===== src/rtl/text_render_pkg.sv =====
// Shared defaults and screen-word layout for the text-mode renderer.
// A screen word is {bg, fg, char}, with char in the low bits.
package text_render_pkg;

    localparam int DEF_COLOR_BITS            = 4;
    localparam int DEF_HORIZONTAL_SLOT_COUNT = 80;
    localparam int DEF_VERTICAL_SLOT_COUNT   = 60;
    localparam int DEF_PIXEL_DIM_WIDTH       = 10;
    localparam int DEF_SCREEN_ADDRESS_WIDTH  = 13;
    localparam int DEF_CHAR_BITS             = 7;
    localparam int DEF_GLYPH_W_LOG2          = 3;
    localparam int DEF_GLYPH_H_LOG2          = 3;
    localparam int DEF_BLINK_FRAMES          = 30;

    localparam int CHAR_LSB = 0;

    function automatic int fg_lsb(input int char_bits);
        return CHAR_LSB + char_bits;
    endfunction

    function automatic int bg_lsb(input int char_bits, input int color_bits);
        return CHAR_LSB + char_bits + color_bits;
    endfunction

    localparam int FG_LSB = fg_lsb(DEF_CHAR_BITS);
    localparam int BG_LSB = bg_lsb(DEF_CHAR_BITS, DEF_COLOR_BITS);

    typedef enum logic {
        CURSOR_BLOCK     = 1'b0,
        CURSOR_UNDERLINE = 1'b1
    } cursor_mode_e;

endpackage


===== src/rtl/text_blink_timer.sv =====
// Cursor blink phase: blink_on toggles once every BLINK_FRAMES frame ticks.
module text_blink_timer
    import text_render_pkg::*;
#(
    parameter int BLINK_FRAMES = DEF_BLINK_FRAMES
) (
    input  logic clk,
    input  logic resetn,
    input  logic frame_tick,
    output logic blink_on
);

    localparam int CW = (BLINK_FRAMES > 1) ? $clog2(BLINK_FRAMES) : 1;

    logic [CW-1:0] count;

    // Reset deliberately takes priority over a coincident frame_tick.
    always_ff @(posedge clk) begin
        if (!resetn) begin
            count    <= '0;
            blink_on <= 1'b1;
        end else if (frame_tick) begin
            if (count == CW'(BLINK_FRAMES - 1)) begin
                count    <= '0;
                blink_on <= ~blink_on;
            end else begin
                count <= count + CW'(1);
            end
        end
    end

endmodule


===== src/rtl/text_render_pipe.sv =====
// Three-stage text-mode pixel renderer: slot lookup, screen BRAM, glyph BRAM,
// then attribute/cursor colour selection into a registered output.
module text_render_pipe
    import text_render_pkg::*;
#(
    parameter int COLOR_BITS            = DEF_COLOR_BITS,
    parameter int HORIZONTAL_SLOT_COUNT = DEF_HORIZONTAL_SLOT_COUNT,
    parameter int VERTICAL_SLOT_COUNT   = DEF_VERTICAL_SLOT_COUNT,
    parameter int PIXEL_DIM_WIDTH       = DEF_PIXEL_DIM_WIDTH,
    parameter int SCREEN_ADDRESS_WIDTH  = DEF_SCREEN_ADDRESS_WIDTH,
    parameter int CHAR_BITS             = DEF_CHAR_BITS,
    parameter int GLYPH_W_LOG2          = DEF_GLYPH_W_LOG2,
    parameter int GLYPH_H_LOG2          = DEF_GLYPH_H_LOG2,
    parameter int BLINK_FRAMES          = DEF_BLINK_FRAMES
) (
    input  logic                                   clk,
    input  logic                                   resetn,
    input  logic                                   px_valid,
    input  logic [PIXEL_DIM_WIDTH-1:0]             px_x,
    input  logic [PIXEL_DIM_WIDTH-1:0]             px_y,
    output logic                                   px_out_valid,
    output logic [COLOR_BITS-1:0]                  px_color,
    input  logic                                   frame_tick,
    input  logic                                   cursor_en,
    input  logic                                   cursor_mode,
    input  logic [PIXEL_DIM_WIDTH-GLYPH_W_LOG2-1:0] cursor_x,
    input  logic [PIXEL_DIM_WIDTH-GLYPH_H_LOG2-1:0] cursor_y,
    output logic [SCREEN_ADDRESS_WIDTH-1:0]        screen_addr,
    input  logic [2*COLOR_BITS+CHAR_BITS-1:0]      screen_data,
    output logic                                   screen_ren,
    output logic [CHAR_BITS+GLYPH_W_LOG2-1:0]      tex_addr,
    input  logic [2**GLYPH_H_LOG2-1:0]             tex_data,
    output logic                                   tex_ren
);

    localparam int SX_W  = PIXEL_DIM_WIDTH - GLYPH_W_LOG2;
    localparam int SY_W  = PIXEL_DIM_WIDTH - GLYPH_H_LOG2;
    localparam int FG_LO = fg_lsb(CHAR_BITS);
    localparam int BG_LO = bg_lsb(CHAR_BITS, COLOR_BITS);

    logic                    blink_on;
    logic [SX_W-1:0]         sx;
    logic [SY_W-1:0]         sy;
    logic                    in_range_0;
    logic                    is_cursor_0;

    logic                    valid_1, in_range_1, is_cursor_1, mode_1;
    logic [GLYPH_W_LOG2-1:0] col_1;
    logic [GLYPH_H_LOG2-1:0] row_1;

    logic                    valid_2, in_range_2, is_cursor_2, mode_2;
    logic [GLYPH_H_LOG2-1:0] row_2;
    logic [COLOR_BITS-1:0]   fg_2, bg_2;

    logic                    glyph_bit, invert;

    text_blink_timer #(
        .BLINK_FRAMES(BLINK_FRAMES)
    ) u_blink (
        .clk       (clk),
        .resetn    (resetn),
        .frame_tick(frame_tick),
        .blink_on  (blink_on)
    );

    assign sx          = px_x[PIXEL_DIM_WIDTH-1:GLYPH_W_LOG2];
    assign sy          = px_y[PIXEL_DIM_WIDTH-1:GLYPH_H_LOG2];
    assign in_range_0  = (32'(sx) < HORIZONTAL_SLOT_COUNT) && (32'(sy) < VERTICAL_SLOT_COUNT);
    assign is_cursor_0 = cursor_en && (sx == cursor_x) && (sy == cursor_y);
    assign screen_addr = SCREEN_ADDRESS_WIDTH'(32'(sy) * 32'(HORIZONTAL_SLOT_COUNT) + 32'(sx));
    assign screen_ren  = px_valid & in_range_0 & resetn;

    always_ff @(posedge clk) begin
        if (!resetn) begin
            valid_1 <= 1'b0;
        end else begin
            valid_1     <= px_valid;
            in_range_1  <= in_range_0;
            col_1       <= px_x[GLYPH_W_LOG2-1:0];
            row_1       <= px_y[GLYPH_H_LOG2-1:0];
            is_cursor_1 <= is_cursor_0;
            mode_1      <= cursor_mode;
        end
    end

    assign tex_addr = {screen_data[CHAR_LSB +: CHAR_BITS], col_1};
    assign tex_ren  = valid_1 & in_range_1 & resetn;

    always_ff @(posedge clk) begin
        if (!resetn) begin
            valid_2 <= 1'b0;
        end else begin
            valid_2     <= valid_1;
            in_range_2  <= in_range_1;
            row_2       <= row_1;
            fg_2        <= screen_data[FG_LO +: COLOR_BITS];
            bg_2        <= screen_data[BG_LO +: COLOR_BITS];
            is_cursor_2 <= is_cursor_1;
            mode_2      <= mode_1;
        end
    end

    // Underline cursor only inverts the bottom glyph row.
    assign glyph_bit = tex_data[row_2];
    assign invert    = is_cursor_2 & blink_on & ((mode_2 == CURSOR_BLOCK) | (&row_2));

    always_ff @(posedge clk) begin
        if (!resetn) begin
            px_out_valid <= 1'b0;
            px_color     <= '0;
        end else begin
            px_out_valid <= valid_2;
            if (!in_range_2)
                px_color <= '0;
            else
                px_color <= (glyph_bit ^ invert) ? fg_2 : bg_2;
        end
    end

endmodule


===== config.mk =====
export PLATFORM = sky130hd
export DESIGN_NAME = text_render_pipe
export DESIGN_NICKNAME = d
export VERILOG_FILES = /design/src/rtl/text_render_pkg.sv /design/src/rtl/text_blink_timer.sv /design/src/rtl/text_render_pipe.sv
export SDC_FILE = /design/constraint.sdc
export NUM_CORES = 1
export LEC_CHECK = 0
export BUFFER_PORTS_ARGS = -buffer_cell sky130_fd_sc_hd__buf_4
export CORE_UTILIZATION = 50
export CTS_CLUSTER_SIZE = 30
export DETAILED_ROUTE_END_ITERATION = 7
export GPL_TIMING_DRIVEN = 0
export PLACE_DENSITY = 0.94
export SETUP_SLACK_MARGIN = 0.4
export SYNTH_ARGS = -nofsm -noshare
export SYNTH_HDL_FRONTEND = slang
export SYNTH_SLANG_ARGS = --single-unit

===== constraint.sdc =====
create_clock -name clk -period 12.55 [get_ports clk]
set_input_delay 3.765 -clock clk [delete_from_list [all_inputs] [get_ports clk]]
set_output_delay 3.765 -clock clk [all_outputs]
set_load 0.005 [all_outputs]

==> flow_summary_export.csv <==
group,metric,value,unit
floorplan,die_h,64.3,µm
routing,drt-total-wl,3760,µm
synthesis,synth_edf_count,23,
floorplan,ioPinCount,93,
synthesis,yosysTopAreaCell,"edfxtp_1",
sta,fmax,105,MHz
synthesis,synth_top_area_share,35.6,%
synthesis,yosys-mux-area-fraction,5.29,%
synthesis,ys_seq_area_share,49.0,%
cts,h-tree-depth,2,
routing,ant_nets,0,
sta,max_slew_margin,74.2,%
setup_path,worstPathArrival,5.80,ns
cts,clk_path_buf_depth,2,
synthesis,yosys_warnings,0,
sta,whs,0.429,ns
routing,wl_met2,2060,µm
pwr,ir_drop,0.0605,mV
global_route,antenna_found_initial,0,
routing,drc_errors,0,
cts,cts-buffers-inserted,5,
synthesis,synth_compound_area_share,4.13,%
pwr,seqPwrFrac,44.9,%
setup_path,crit_required,8.78,ns
place,hpwl,3110,µm
finish,fill_cells,278,
synthesis,synth-simple-area-share,10.3,%
synthesis,synth_top_family_by_area,"XOR/XNOR gates",
synthesis,synth_seq_cells,36,
sta,hold_viol,0,
cts,clock_latency,0.28,ns
synthesis,yosysMostFrequentCell,"edfxtp_1",
setup_path,rr_worst_depth,6,
sta,setup_viol_count_final,0,
synthesis,ys_top_cells_by_count,"edfxtp_1, xnor2_1, ha_1",
finish,seqCellArea,951,µm²
global_route,grt_pass1_wl,6020,µm
setup_path,start_kind,"primary input",
sta,fin_crit_sh,76.2,%
routing,met1_length,1400,µm
worst_hold_path,min_path_cells,0,
floorplan,rows,22,
cts,cts_setup_buffers,0,
global_route,grt_pass1_vias,1464,
pwr,leakagePower,1.24,nW
finish,num_antenna_cells,0,
pwr,pwr-share-clk,29.3,%
cts,cts.sinks,36,
place,placed_area,0.00264,mm²
setup_path,path_max_fanout,4,
sta,fin_setup_tns,0,ns
synthesis,netlist_top_cells_area,"edfxtp_1, dfxtp_1, xnor2_1",
routing,dr_total_vias,1487,
routing,dr.pass1.iters,4,
finish,multi_input_area,891,µm²
routing,wl_per_cell,12.5,µm
synthesis,synthAdderAreaFrac,11.7,%
routing,vias_per_cell,4.96,
sta,rsz0062_at_grt,"no",
place,io_buffers,85,
synthesis,synth_xor_area_share,14.5,%
floorplan,die_x,64.3,µm
synthesis,yosysUniqueCellTypes,28,
floorplan,die_area,0.00413,mm²
sta,fin_ws,2.98,ns
pwr,power_switching,0.0743,mW
finish,layout.cells.non_filler,300,
sta,finalClockSkew,0.00445,ns
finish,layout-drive-gt1-share,42.5,%
place,dp_cells,292,
worst_hold_path,min_path_type,"flop to flop",
floorplan,coreArea,0.00369,mm²
synthesis,async_reset_ff_share,0,%
synthesis,netlist_area,0.00194,mm²
flow_run,maxCapViolCount,0,
pwr,p_int,0.232,mW
sta,slew_viol_final,0,
cts,clk_pin_slew_worst_paths,0.07,ns
setup_path,crit_type,"primary input to output pin",
cts,cts_root_buf,"clkbuf_8",
place,globalplace.congestion,0.795,
sta,fin_crit,9.57,ns
status,status,"finished clean",
global_route,grt_usage,19.6,%
synthesis,synth_fp_nets,239,
cts,cts_hold_buf,0,
pwr,p_per_area,112,mW/mm²
finish,nets,331,
synthesis,synth_area_per_cell,12.2,µm²
finish,area_delta_synth_final,41.5,%
sta,worstMarginPinSlew,0.387,ns
global_route,grt_max_degree,31,
pwr,combPwrFrac,25.9,%
routing,routed.top_layer,"met4",
synthesis,synth_ff_type,"edfxtp_1",
routing,drt_iter0_drc,61,
place,place_ws,2.95,ns
setup_path,end_kind,"output pin",
cts,cts_tree,"yes",
cts,cts_resized,0,
routing,met3_length,236,µm
floorplan,start_util,52.6,%
finish,stdcell_area,0.00274,mm²
synthesis,synthCells,159,
global_route,grt-ovfl-total,0,
pwr,swShare,24.2,%
cell usage in the layout, fill, tap and decap left out, types with 2 or more instances in the layout:
cell | synthesis | routed
nor2_1 | 13 | 13
nand3_1 | 3 | 3
and2_1 | 4 | 4
a21oi_1 | 5 | 5
buf_4 | 11 | 96
edfxtp_1 | 23 | 23
nand2_1 | 9 | 9
nand3b_1 | 2 | 2
o21ai_0 | 2 | 2
dfxtp_1 | 13 | 13
xor2_1 | 7 | 7
xnor2_1 | 22 | 22
a211oi_1 | 2 | 2
fa_1 | 2 | 2
a21o_1 | 2 | 2
nand4_1 | 5 | 5
mux2i_1 | 8 | 8
and3_1 | 2 | 2
clkbuf_8 | 0 | 5
ha_1 | 15 | 15
final cells by class:
type / count / area share, %
Sequential cell: 36 / 34.7
Multi-Input combinational cell: 110 / 32.5
Timing Repair Buffer: 85 / 23.3
Clock buffer: 6 / 3.42
Buffer: 12 / 3.42
Tap cell: 48 / 2.19
Clock inverter: 2 / 0.456
Inverter: 1 / 0.137
path summary, 6_finish.rpt:
check                           startpoint  slack, ns         endpoint
worst max-delay path               px_y[4]       2.98  screen_addr[12]
worst min-delay path              row_1[0]       0.43         row_2[0]
worst max register to register    row_2[1]      10.72      px_color[1]
worst min register to register    row_1[0]       0.43         row_2[0]
power by group through the flow:
| stage | Clock (mW) | Combinational [mW] | Sequential, mW |
|---|---|---|---|
| 2_1_floorplan | 0 | 0.0403 | 0.140 |
| 3_3_place_gp | 0 | 0.0779 | 0.139 |
| 3_5_place_dp | 0 | 0.0796 | 0.140 |
| 4_1_cts | 0.0912 | 0.0804 | 0.138 |
| 5_1_grt | 0.0977 | 0.0867 | 0.138 |
| 6_report | 0.0897 | 0.0794 | 0.138 |
state kept, by name, summed over array words and instances (netlist names), 3 cells and up:
signal,count
bg_2,4
col_1,3
fg_2,4
px_color,4
row_1,3
row_2,3
u_blink.count,5
metal layers:
metal	track usage [%]	up-vias
met1	19.8	685
li1	-	732
met3	4.64	6
met5	0	-
met2	37.0	64
met4	9.44	0
critical path, cell delays in order:
cell and delay, ns:
buf_4 0.14, ha_1 0.29, ha_1 0.22, fa_1 0.41, a21o_1 0.19, a21oi_1 0.17
xnor2_1 0.18, nand3b_1 0.12, xnor2_1 0.18, buf_4 0.13
cell families (layout without fill, tap and decap cells):
family                     after synthesis  in the layout
AOI/OAI and AO/OA                       13             13
xor gates and xnor gates                30             30
adders and majority gates               17             17
buffers and inverters                   13            106
DFF                                     36             36
muxes                                    9              9
and+or+nand+nor                         41             41
stage by stage:
stage	power, mW	utilization (%)
after floorplan	0.180	-
after global placement	0.217	71.5
after detailed placement	0.220	71.5
after CTS	0.309	74.4
after global routing	0.323	74.4
final	0.307	74.4
(Power assumes the default switching activity.)
